--- config.mk ---
export PLATFORM = sky130hd
export DESIGN_NAME = mod_instruction_fetch_unit_flat
export DESIGN_NICKNAME = d
export VERILOG_FILES = /design/src/rtl/mod_instruction_fetch_unit_if.sv /design/src/rtl/mod_instruction_fetch_unit.sv /design/src/flat_wrapper.sv
export SDC_FILE = /design/constraint.sdc
export NUM_CORES = 1
export LEC_CHECK = 0
export ABC_CLOCK_PERIOD_IN_PS = 2150
export CAP_MARGIN = 30
export CORE_MARGIN = 8
export CORE_UTILIZATION = 42
export CTS_BUF_LIST = sky130_fd_sc_hd__clkbuf_2
export CTS_CLUSTER_DIAMETER = 120
export DETAILED_ROUTE_END_ITERATION = 7
export GPL_ROUTABILITY_DRIVEN = 0
export PLACE_DENSITY = 0.82
export SETUP_SLACK_MARGIN = 0.02
export SLEW_MARGIN = 40
export SYNTH_ARGS = -nofsm -noshare
export SYNTH_HDL_FRONTEND = slang
export SYNTH_SLANG_ARGS = --single-unit
--- constraint.sdc ---
create_clock -name clk -period 2.15 [get_ports clk]
set_input_delay 0.3225 -clock clk [delete_from_list [all_inputs] [get_ports clk]]
set_output_delay 0.3225 -clock clk [all_outputs]
set_load 0.01 [all_outputs]
--- src/rtl/mod_instruction_fetch_unit_if.sv ---
// Fetch-unit bus bundle: instruction-ROM port, decode handshake, redirect and perf outputs.
// master = fetch unit, slave = ROM/decode/branch environment.
interface mod_instruction_fetch_unit_if #(
    parameter int unsigned CNT_W = 32
);
    logic [29:0]      address;
    logic [31:0]      instruction;
    logic             mem_end;
    logic             if_valid;
    logic [31:0]      if_instr;
    logic [31:0]      if_pc;
    logic             id_ready;
    logic             redirect_valid;
    logic [31:0]      redirect_pc;
    logic             halted;
    logic [CNT_W-1:0] perf_fetch_cnt;
    logic [CNT_W-1:0] perf_stall_cnt;

    modport master (
        output address,
        input  instruction,
        input  mem_end,
        output if_valid,
        output if_instr,
        output if_pc,
        input  id_ready,
        input  redirect_valid,
        input  redirect_pc,
        output halted,
        output perf_fetch_cnt,
        output perf_stall_cnt
    );

    modport slave (
        input  address,
        output instruction,
        output mem_end,
        input  if_valid,
        input  if_instr,
        input  if_pc,
        output id_ready,
        output redirect_valid,
        output redirect_pc,
        input  halted,
        input  perf_fetch_cnt,
        input  perf_stall_cnt
    );
endinterface

--- src/rtl/mod_instruction_fetch_unit.sv ---
// Instruction fetch unit: PC, ROM addressing, registered fetch output with valid/ready handshake.
// Optional saturating perf counters are built only when FETCH_PERF_CNT_EN is defined.
module mod_instruction_fetch_unit #(
    parameter logic [31:0] RESET_PC = 32'h0000_0000,
    parameter int unsigned CNT_W    = 32
) (
    input  logic                         clk,
    input  logic                         rst_n,
    mod_instruction_fetch_unit_if.master bus
);

    typedef enum logic [0:0] {StRun, StHalt} state_e;

    state_e      state_q, state_d;
    logic [31:0] pc_q, pc_d;
    logic        if_valid_q, if_valid_d;
    logic [31:0] if_instr_q, if_instr_d;
    logic [31:0] if_pc_q, if_pc_d;

    logic advance;
    logic transfer;
    logic stall;

    assign advance  = !if_valid_q || bus.id_ready;
    // A word flushed by a redirect is not handed to decode.
    assign transfer = if_valid_q && bus.id_ready && !bus.redirect_valid;
    assign stall    = if_valid_q && !bus.id_ready;

    always_comb begin
        state_d    = state_q;
        pc_d       = pc_q;
        if_valid_d = if_valid_q;
        if_instr_d = if_instr_q;
        if_pc_d    = if_pc_q;

        if (bus.redirect_valid) begin
            pc_d       = bus.redirect_pc & 32'hFFFF_FFFC;
            if_valid_d = 1'b0;
            state_d    = StRun;
        end else begin
            unique case (state_q)
                StRun: begin
                    if (advance) begin
                        if (!bus.mem_end) begin
                            if_instr_d = bus.instruction;
                            if_pc_d    = pc_q;
                            if_valid_d = 1'b1;
                            pc_d       = pc_q + 32'd4;
                        end else begin
                            if_valid_d = 1'b0;
                            state_d    = StHalt;
                        end
                    end
                end
                StHalt: begin
                    if (if_valid_q && bus.id_ready) begin
                        if_valid_d = 1'b0;
                    end
                end
                default: state_d = StRun;
            endcase
        end
    end

    always_ff @(posedge clk or negedge rst_n) begin
        if (!rst_n) begin
            state_q    <= StRun;
            pc_q       <= RESET_PC;
            if_valid_q <= 1'b0;
            if_instr_q <= 32'h0;
            if_pc_q    <= 32'h0;
        end else begin
            state_q    <= state_d;
            pc_q       <= pc_d;
            if_valid_q <= if_valid_d;
            if_instr_q <= if_instr_d;
            if_pc_q    <= if_pc_d;
        end
    end

    assign bus.address  = pc_q[31:2];
    assign bus.if_valid = if_valid_q;
    assign bus.if_instr = if_instr_q;
    assign bus.if_pc    = if_pc_q;
    assign bus.halted   = (state_q == StHalt) && !if_valid_q;

`ifdef FETCH_PERF_CNT_EN
    logic [CNT_W-1:0] fetch_cnt_q, fetch_cnt_d;
    logic [CNT_W-1:0] stall_cnt_q, stall_cnt_d;

    always_comb begin
        fetch_cnt_d = fetch_cnt_q;
        stall_cnt_d = stall_cnt_q;
        if (transfer && (fetch_cnt_q != '1)) begin
            fetch_cnt_d = fetch_cnt_q + 1'b1;
        end
        if (stall && (stall_cnt_q != '1)) begin
            stall_cnt_d = stall_cnt_q + 1'b1;
        end
    end

    always_ff @(posedge clk or negedge rst_n) begin
        if (!rst_n) begin
            fetch_cnt_q <= '0;
            stall_cnt_q <= '0;
        end else begin
            fetch_cnt_q <= fetch_cnt_d;
            stall_cnt_q <= stall_cnt_d;
        end
    end

    assign bus.perf_fetch_cnt = fetch_cnt_q;
    assign bus.perf_stall_cnt = stall_cnt_q;
`else
    logic unused_perf;
    assign unused_perf        = transfer ^ stall;
    assign bus.perf_fetch_cnt = '0;
    assign bus.perf_stall_cnt = '0;
`endif

endmodule

--- src/flat_wrapper.sv ---
// flat-port wrapper written by rule: the top's interface ports become plain ports
module mod_instruction_fetch_unit_flat 
#(
    parameter logic [31:0] RESET_PC = 32'h0000_0000,
    parameter int unsigned CNT_W    = 32
)
  (clk, rst_n, bus_address, bus_instruction, bus_mem_end, bus_if_valid, bus_if_instr, bus_if_pc, bus_id_ready, bus_redirect_valid, bus_redirect_pc, bus_halted, bus_perf_fetch_cnt, bus_perf_stall_cnt);
  mod_instruction_fetch_unit_if #(.CNT_W(CNT_W)) bus_i ();
  input  logic clk;
  input  logic rst_n;
  output wire logic [$bits(bus_i.address)-1:0] bus_address;
  input wire logic [$bits(bus_i.instruction)-1:0] bus_instruction;
  input wire logic [$bits(bus_i.mem_end)-1:0] bus_mem_end;
  output wire logic [$bits(bus_i.if_valid)-1:0] bus_if_valid;
  output wire logic [$bits(bus_i.if_instr)-1:0] bus_if_instr;
  output wire logic [$bits(bus_i.if_pc)-1:0] bus_if_pc;
  input wire logic [$bits(bus_i.id_ready)-1:0] bus_id_ready;
  input wire logic [$bits(bus_i.redirect_valid)-1:0] bus_redirect_valid;
  input wire logic [$bits(bus_i.redirect_pc)-1:0] bus_redirect_pc;
  output wire logic [$bits(bus_i.halted)-1:0] bus_halted;
  output wire logic [$bits(bus_i.perf_fetch_cnt)-1:0] bus_perf_fetch_cnt;
  output wire logic [$bits(bus_i.perf_stall_cnt)-1:0] bus_perf_stall_cnt;
  assign bus_address = bus_i.address;
  assign bus_i.instruction = bus_instruction;
  assign bus_i.mem_end = bus_mem_end;
  assign bus_if_valid = bus_i.if_valid;
  assign bus_if_instr = bus_i.if_instr;
  assign bus_if_pc = bus_i.if_pc;
  assign bus_i.id_ready = bus_id_ready;
  assign bus_i.redirect_valid = bus_redirect_valid;
  assign bus_i.redirect_pc = bus_redirect_pc;
  assign bus_halted = bus_i.halted;
  assign bus_perf_fetch_cnt = bus_i.perf_fetch_cnt;
  assign bus_perf_stall_cnt = bus_i.perf_stall_cnt;
  mod_instruction_fetch_unit #(.RESET_PC(RESET_PC), .CNT_W(CNT_W)) u_core (.clk(clk), .rst_n(rst_n), .bus(bus_i));
endmodule
# Word-level counts from Yosys, hierarchy flattened
# Cells that the tools add are included.
# word_totals
ff_bits,98
latch_bits,0
mem_bits_rw,0
mem_bits_ro,0
in_bits,69
output_inout_bits,160
wordCells,34
mem_count,0
# classes
n_addsub,1
multipliers,0
div_mod_pow,0
magnitude_cmp,0
n_eq_ne,4
n_shift,0
mux,13
bitwise,3
reduce_logical,8
# op_table
operator,count
$mux W32,4
$add A32 B3 Y32 const B,1
$mux W1,8
$reduce_and A4 Y1,1
$ne A3 B2 Y1 const B,1
$ne A3 B3 Y1 const B,1
$not A1 Y1,3
$reduce_and A3 Y1,1
$logic_and A1 B1 Y1,2
$ne A2 B1 Y1 const B,1
$ne A2 B2 Y1 const B,1
$pmux W1 S2,1
$reduce_and A2 Y1,1
$reduce_bool A2 Y1,1
$logic_not A1 Y1,1
$logic_or A1 B1 Y1,1

# Longest topological paths before layout
# depth
ltp_word,5
ltp_mapped,6
ltp_nobuf,5

# Worst setup path after synthesis
# No wires, ideal clock.
# synth_path
path_kind,register -> register
start,register u_core.pc_q[7]
end,register u_core.pc_q[31]
setup_time_ns,0.069
t_arrival_ns,1.705
setup_slack_ns,0.376
stages_incl_launch_ff,6
cell_sequence,dfrtp_1 -> nand4_2 -> nor4_4 -> nand3_2 -> or4_1 -> nand3_1
# synth_via
elab_chain_len,5
# synth_rtl
item,line_no,source
from (decl),mod_instruction_fetch_unit.sv:15,"logic [31:0] pc_q, pc_d;"
from (signal assigned),mod_instruction_fetch_unit.sv:74,pc_q <= pc_d;
$add A32 B3 Y32,mod_instruction_fetch_unit.sv:48,pc_d = pc_q + 32'd4;
$mux W32,mod_instruction_fetch_unit.sv:44,if (!bus.mem_end) begin
$mux W32,mod_instruction_fetch_unit.sv:43,if (advance) begin
$mux W32,mod_instruction_fetch_unit.sv:41,unique case (state_q)
$mux W32,mod_instruction_fetch_unit.sv:36,if (bus.redirect_valid) begin
# No other way between the ends. The select of a mux whose other input is x is not followed.
# A chain may end at the register's enable or synchronous reset.

# Worst setup path in the final report
# layout_path
start,register u_core.state_q
end,register u_core.pc_q[31]
# layout_via
elab_chain_len,2
# layout_rtl
item,line_no,source
from (decl),mod_instruction_fetch_unit.sv:14,"state_e state_q, state_d;"
from (signal assigned),mod_instruction_fetch_unit.sv:67,state_q <= StRun;
from (signal assigned),mod_instruction_fetch_unit.sv:73,state_q <= state_d;
$ne A2 B2 Y1 (no source line),n/a,
$reduce_and A3 Y1 (no source line),n/a,
# No other way between the ends.

==> results.md <==
- Die width: about 120 µm
- Register bit total from synthesis: 94
- Pin count of the biggest net entering global routing: 41
- Setup Crit Path Kind: reg2reg
- Power per cell area: ~740 mW/mm²
- Post-DR vias/cell: roughly 4.7
- RSZ-0062 raised after global routing: no
- Avg Cell Area, Syn: approximately 11 µm²
- Worst Path Required: 2.65 ns
- H-tree depth: 3
- Cell area after synthesis: between 0.004 and 0.005 mm²
- Clk pin slew, worst setup/hold paths: between 0.2 and 0.25 ns
- HPWL Detailed: 9750 µm
- Initial Utilization: 0.428
- Wire length per cell: between 15 and 20 µm
- Hold crit path type: in2reg
- Hold Startpoint: bus_redirect_valid
- Measured slew at the worst slew-check pin: 0.528 ns
- Levels on crit path: 7
- Worst-path cell chain: buf_4, or2_2, nor4b_4, buf_4, nand3_2, or4_1, nand3_1
- VDD IR max: between 0.0003 and 0.0004 V
- Synth top area share: 0.509
- Max-cap viol count: 0
- Switching share of power: 0.297
- Core box area: between 0.01 and 0.015 mm²
- Clock power share: 0.170
- Worst hold path cell count: 3
- Clock Skew: 0.0243 ns
- Synth warn: 0
- Max-slew headroom: 0.648
- Die Span Y: around 120 µm
- Pre-CTS WS: -0.102 ns
- Initial antenna violation count: 1
- Length in cells of the worst reg-to-reg path: 7
- CP max-delay cell: or4_1
- Worst setup margin: 0.108 ns
- CP endpoint kind: flip-flop
- Final antenna-violating net count: 0
- Crit path DAT: between 2 and 3 ns
- # IOs: 229
- Slew Limit Fails: 0
- Register area share after synthesis: 0.509
- 1st-pass router iterations: 4
- Max incr delay on CP: between 0.4 and 0.5 ns
- Peak fanout along the critical path: 3
- Longest Clk Path Bufs: 2
- Clock buffer count from CTS: 9
- Number of global-route vias before repair: 3591
- R2r startpoint: u_core.state_q
- DIE AREA: roughly 0.015 mm²
- Setup_tns: 0 ns
- DRC: 0
- Worst path most repeated cell: buf_4
- Commonest non-fill, non-tap cells in the layout: clkdlybuf4s50_1 (157), dfrtp_1 (93), conb_1 (66), mux2_2 (63), nand2_1 (41)
- Most common cell after layout, fill and taps aside: clkdlybuf4s50_1
- Internal power: 3.30 mW
- CTS root buffer: clkbuf_2
- Crit path time final: ~2.0 ns
- Detailed-route wire length: about 12000 µm
- Total grt overflow: 0
- Dominant cells by area after synthesis: dfrtp_1 (51%), mux2_2 (15%), buf_4 (11%)
- Sink Count: 94
- Mapped Cells: ~400
- # nets final: between 600 and 700
- Worst Path Buf+Inv: 2
- Beginning of the critical path: u_core.state_q
- Final setup fails: 0
- Predominant post-synthesis flop cell: dfrtp_1
- Fmax: about 0.5 GHz
- Final Util: 0.590
- CTS tree: done
- Psw: roughly 1.4 mW
- Worst-Skew Late Latency: ~0.54 ns
- Gate power share: 0.336
- Post-synth EDFFs: 0
- Post-synth ARST share: 1.00
- Flop pwr share: 0.493
- Cell taking the most area after synthesis: dfrtp_1
- # rows: 38
- Number of port buffers: 160
- Leak pwr: between 2 and 3 nW
- Final Hold Fails: 0
- Worst setup SP type: flip-flop
- First-pass GRT wire length: about 19000 µm
- Fraction of layout cells with a size suffix above 1: 0.182
- Global Route Usage Sum: 0.165
- Vias post-DR: 3443
- Area delta synth->final: 38.0%
- Yosys cell types: 37
- Status: complete, no violations
- DRT iter0 DRCs: around 190
- Worst path top cell family by delay: simple AND/OR/NAND/NOR gates
- Final worst-path cycle share: 0.950
cells in the mapped netlist (2+ instances only):
| cell type | instances |
|---|---|
| dfrtp_1 | 94 |
| xor2_1 | 15 |
| nand4_1 | 10 |
| clkbuf_1 | 6 |
| buf_4 | 67 |
| o21ai_0 | 26 |
| and3_1 | 7 |
| or4_1 | 2 |
| xnor2_1 | 11 |
| nor2_1 | 12 |
| nand3_1 | 12 |
| and4_1 | 3 |
| mux2_2 | 63 |
| nor4_1 | 4 |
| a21oi_1 | 2 |
| inv_1 | 2 |
| buf_2 | 6 |
| nand2_1 | 41 |
| a31oi_1 | 2 |
| nor2b_1 | 2 |
sequential cells by signal, indices dropped and copies added, names as in the netlist:
signal / cells
u_core.bus.if_instr: 32
u_core.bus.if_pc: 30
u_core.bus.if_valid: 1
u_core.pc_q: 30
u_core.state_q: 1
per-stage QoR:
| stage | hold WS, ns | power (mW) | instance area, µm² | std cells |
|---|---|---|---|---|
| after floorplan | 0.0269 | 3.03 | 4860 | 469 |
| after global placement | 0.324 | 3.89 | 6260 | 709 |
| after detailed placement | 0.332 | 3.95 | 6260 | 709 |
| after CTS | 0.0718 | 4.75 | 6360 | 723 |
| after global routing | 0.0872 | 4.95 | 6370 | 725 |
| final | 0.133 | 4.69 | 6370 | 725 |
final cells by class:
cell class | count | area, µm²
Clock buffer | 10 | 50.0
Sequential cell | 94 | 2350
Clock inverter | 3 | 38.8
Timing Repair Buffer | 182 | 1800
Multi-Input combinational cell | 293 | 1940
Inverter | 2 | 7.51
Fill cell | 910 | 4420
Tap cell | 140 | 175
Antenna cell | 1 | 2.50
metal layers:
layer | vias to the layer above | global-route usage | share of wire
met2 | 152 | 0.290 | 0.52
met3 | 21 | 0.0530 | 0.098
met4 | 0 | 0.0749 | 0.021
met5 | - | 0 | 0
met1 | 1663 | 0.178 | 0.36
li1 | 1607 | - | -
worst register-to-register path: stages (launching register included):
cell and delay [ns]:
dfrtp_1 0.44, buf_4 0.15, or2_2 0.32, nor4b_4 0.29, buf_4 0.16, nand3_2 0.07, or4_1 0.48, nand3_1 0.09
power groups by stage:
stage	registers, mW	clock network (mW)	logic (mW)
after global routing	2.36	0.904	1.68
after detailed placement	2.36	0	1.59
after global placement	2.33	0	1.56
after floorplan	2.49	0	0.539
final	2.31	0.799	1.58
after CTS	2.32	0.834	1.60
cell families (layout without fill, tap and decap cells):
logic type | count (synthesis) | after routing | share of synthesized area
buf+inv | 82 | 197 | 0.124
other cells | 1 | 67 | 0.000812
mux | 64 | 64 | 0.156
xor+xnor | 26 | 26 | 0.0493
compound gates | 33 | 33 | 0.0374
simple gates | 103 | 103 | 0.120
fa+ha+maj | 1 | 1 | 0.00271
flops | 94 | 94 | 0.509
worst paths after layout:
path / end / slack, ns
max: u_core.pc_q[31] / 0.11
min: u_core.pc_q[29] / 0.13
max reg2reg: u_core.pc_q[31] / 0.11
min reg2reg: u_core.bus.if_pc[30] / 0.54
max in group asynchronous: u_core.bus.if_pc[29] / 1.21
min in group asynchronous: u_core.bus.if_pc[7] / 0.26
timing repair:
action / CTS / global route
buffers inserted: 0 / 1
hold buffers: 1 / 0
resized for setup: 0 / 2
hold endpoints to repair: 38 / 0
setup endpoints to repair: 0 / 2
(Power assumes the default switching activity.)
==> RTL change: new RTL, same settings <==
`CNT_W` is set to 32 in 3 places; all go to 16.
--- a/src/rtl/mod_instruction_fetch_unit_if.sv
+++ b/src/rtl/mod_instruction_fetch_unit_if.sv
@@ -2,5 +2,5 @@
 // master = fetch unit, slave = ROM/decode/branch environment.
 interface mod_instruction_fetch_unit_if #(
-    parameter int unsigned CNT_W = 32
+    parameter int unsigned CNT_W = 16
 );
     logic [29:0]      address;
--- a/src/rtl/mod_instruction_fetch_unit.sv
+++ b/src/rtl/mod_instruction_fetch_unit.sv
@@ -3,5 +3,5 @@
 module mod_instruction_fetch_unit #(
     parameter logic [31:0] RESET_PC = 32'h0000_0000,
-    parameter int unsigned CNT_W    = 32
+    parameter int unsigned CNT_W    = 16
 ) (
     input  logic                         clk,
--- a/src/flat_wrapper.sv
+++ b/src/flat_wrapper.sv
@@ -3,5 +3,5 @@
 #(
     parameter logic [31:0] RESET_PC = 32'h0000_0000,
-    parameter int unsigned CNT_W    = 32
+    parameter int unsigned CNT_W    = 16
 )
   (clk, rst_n, bus_address, bus_instruction, bus_mem_end, bus_if_valid, bus_if_instr, bus_if_pc, bus_id_ready, bus_redirect_valid, bus_redirect_pc, bus_halted, bus_perf_fetch_cnt, bus_perf_stall_cnt);
Interface: changed (resized bus_perf_fetch_cnt and bus_perf_stall_cnt); port bits go from 229 to 197. The function was not compared with the original's and may differ.
==> RTL change against the original RTL <==
  * Total power is 0.18% higher
  * Sequential cell count stayed put
  * Worst setup slack better by 0.026 ns
  * Sequential share of layout area is 0.81 points higher
  * Register-to-register slack better by 0.06 ns
  * Combinational power is 3% lower
  * Area after synthesis is 5.2% lower
  * Wire length is 4.6% lower
  * Final area is 2.2% lower
  * Critical path depth is 5 lower
  * Highest routed layer unchanged
==> RTL change: results (changes against the original RTL) <==
first-pass GRT wire length -> 19100 um (-0.51%)
Post-Syn Area per Cell -> 11.8 um2 (+3.0%)
Commonest cells post-synth -> dfrtp_1 (94), mux2_2 (63), nand2_1 (41)
Synth Flop Type -> dfrtp_1
Critical Path End -> bus_address[5]
Clk Latency, worst-skew pair -> 0.55 ns
static leakage -> 0.00259 uW (-4.9%)
Crit Path Max Fanout -> 7 (+4)
gr usage total -> 0.169 (+0.00413)
fin cells -> 686 (-5.4%)
Yosys warnings -> 0 (unchanged)
Largest register FFs -> 32 (unchanged)
Crit path max-delay family -> buffers and inverters
largest net degree at the start of global routing -> 48 (+17%)
outcome -> finished clean
Async SR Flop Fraction -> 1.00 (unchanged)
Final ANT Viol Nets -> 0 (unchanged)
drt initial violations -> 129 (-31%)
DP Cell Count -> 669 (-5.6%)
Final Skew -> 0.0237 ns (-0.000668 ns)
Via density -> 4.83 (+1.8%)
number of global-route vias before repair -> 3536 (-1.5%)
CTS Buffer Depth -> 2 (unchanged)
total wire length -> 11700 um (-4.6%)
worst hold path type -> in -> reg
1st-pass router iterations -> 4 (unchanged)
launch point of the worst reg-to-reg path -> u_core.state_q
DP Worst Slack -> -0.147 ns (-0.0449 ns)
TritonCTS buffer count -> 9 (unchanged)
R2R cell count -> 5 (-2)
Synth area leaders -> dfrtp_1 (54%), mux2_2 (16%), buf_4 (6.0%)
Peak VDD IR -> 393 uV (+12%)
# diodes -> 0 (-1)
PnR worst setup slack -> 0.134 ns (+0.0262 ns)
IO Port Bufs -> 160 (unchanged)
post-synthesis sequential area ratio -> 0.537 (+0.0279)
Critical path origin -> u_core.pc_q[7]
Reg clk slew, reported paths -> 0.24 ns
Post-CTS Setup Inserts -> 0 (unchanged)
DP HPWL -> 9250 um (-5.1%)
Root Buffer -> clkbuf_2
Yosys cell types -> 37 (unchanged)
initial antenna violation count -> 0 (-1)
FF-to-FF setup slack -> 0.17 ns (+0.06 ns)
CP max-delay cell -> clkdlybuf4s50_1
CP peak stage delay -> 0.55 ns (+0.07 ns)
fin nets -> 615 (-5.7%)
share of cells above drive strength 1 -> 0.185 (+0.00395)
CP Data Arrival Time -> 1.69 ns (-0.85 ns)
H-tree levels -> 3 (unchanged)
worst reg2reg endpoint -> u_core.pc_q[31]
[RTL change: where the power goes]
part           switching (uW)  total [uW]  internal, uW
logic                     587        1540           955
registers                 223        2320          2090
clock network             574         842           268
[RTL change: repair_timing]
| item | CTS | global route |
|---|---|---|
| gates resized for setup | 0 | 0 |
| hold buffers | 1 | 0 |
| endpoints found under the hold margin | 28 | 0 |
[RTL change: worst reg2reg max path: stages, from the launching register on]
cell and delay [ns]:
dfrtp_1 0.46, or2_2 0.34, nor4b_4 0.43, nand3_2 0.12
or4_1 0.49, nand3_1 0.10
[RTL change: cells by family (layout without fill, tap and decap cells)]
group	after synthesis	in the layout	share of synthesized area
other	1	34	0.000857
buffers and inverters	50	195	0.0763
adder cells (fa/ha/maj)	1	1	0.00286
AO/OA/AOI/OAI	33	33	0.0394
flip-flops	94	94	0.537
AND/OR/NAND/NOR	103	103	0.127
XOR/XNOR	26	26	0.0520
multiplexers	64	64	0.164
[RTL change: through the flow]
step,hold slack (ns),utilization,cell area (um2),total power [uW]
floorplan,0.0269,-,4500,2960
global placement,0.276,0.598,6120,3860
detailed placement,0.289,0.598,6120,3920
CTS,0.0660,0.609,6230,4770
global route,0.0845,0.609,6230,4960
finish,0.108,0.609,6230,4700
[RTL change: layer usage]
metal  vias up  routed length, um  track usage
met2       122               5900        0.288
met5         -                  0            0
met3        19               1020       0.0647
li1       1568                  -            -
met4         0                246       0.0697
met1      1607               4530        0.185
[RTL change: how the worst min path moves through the flow]
stage / from / end / slack, ns / depth (start not counted)
after floorplan: rst_n / u_core.bus.if_instr[0] / 0.03 / 0
after global placement: rst_n / u_core.bus.if_pc[10] / 0.28 / 1
after detailed placement: rst_n / u_core.bus.if_pc[11] / 0.29 / 1
after CTS: bus_redirect_valid / u_core.pc_q[25] / 0.07 / 3
after global routing: bus_redirect_valid / u_core.pc_q[24] / 0.08 / 3
final: bus_redirect_valid / u_core.pc_q[25] / 0.11 / 3
[RTL change: final cells by class]
cell class,instances,area [um2]
Clock buffer,11,55.1
Inverter,2,7.51
Timing Repair Buffer,177,1770
Clock inverter,5,50.0
Multi-Input combinational cell,261,1820
Fill cell,856,4000
Sequential cell,94,2350
Tap cell,136,170
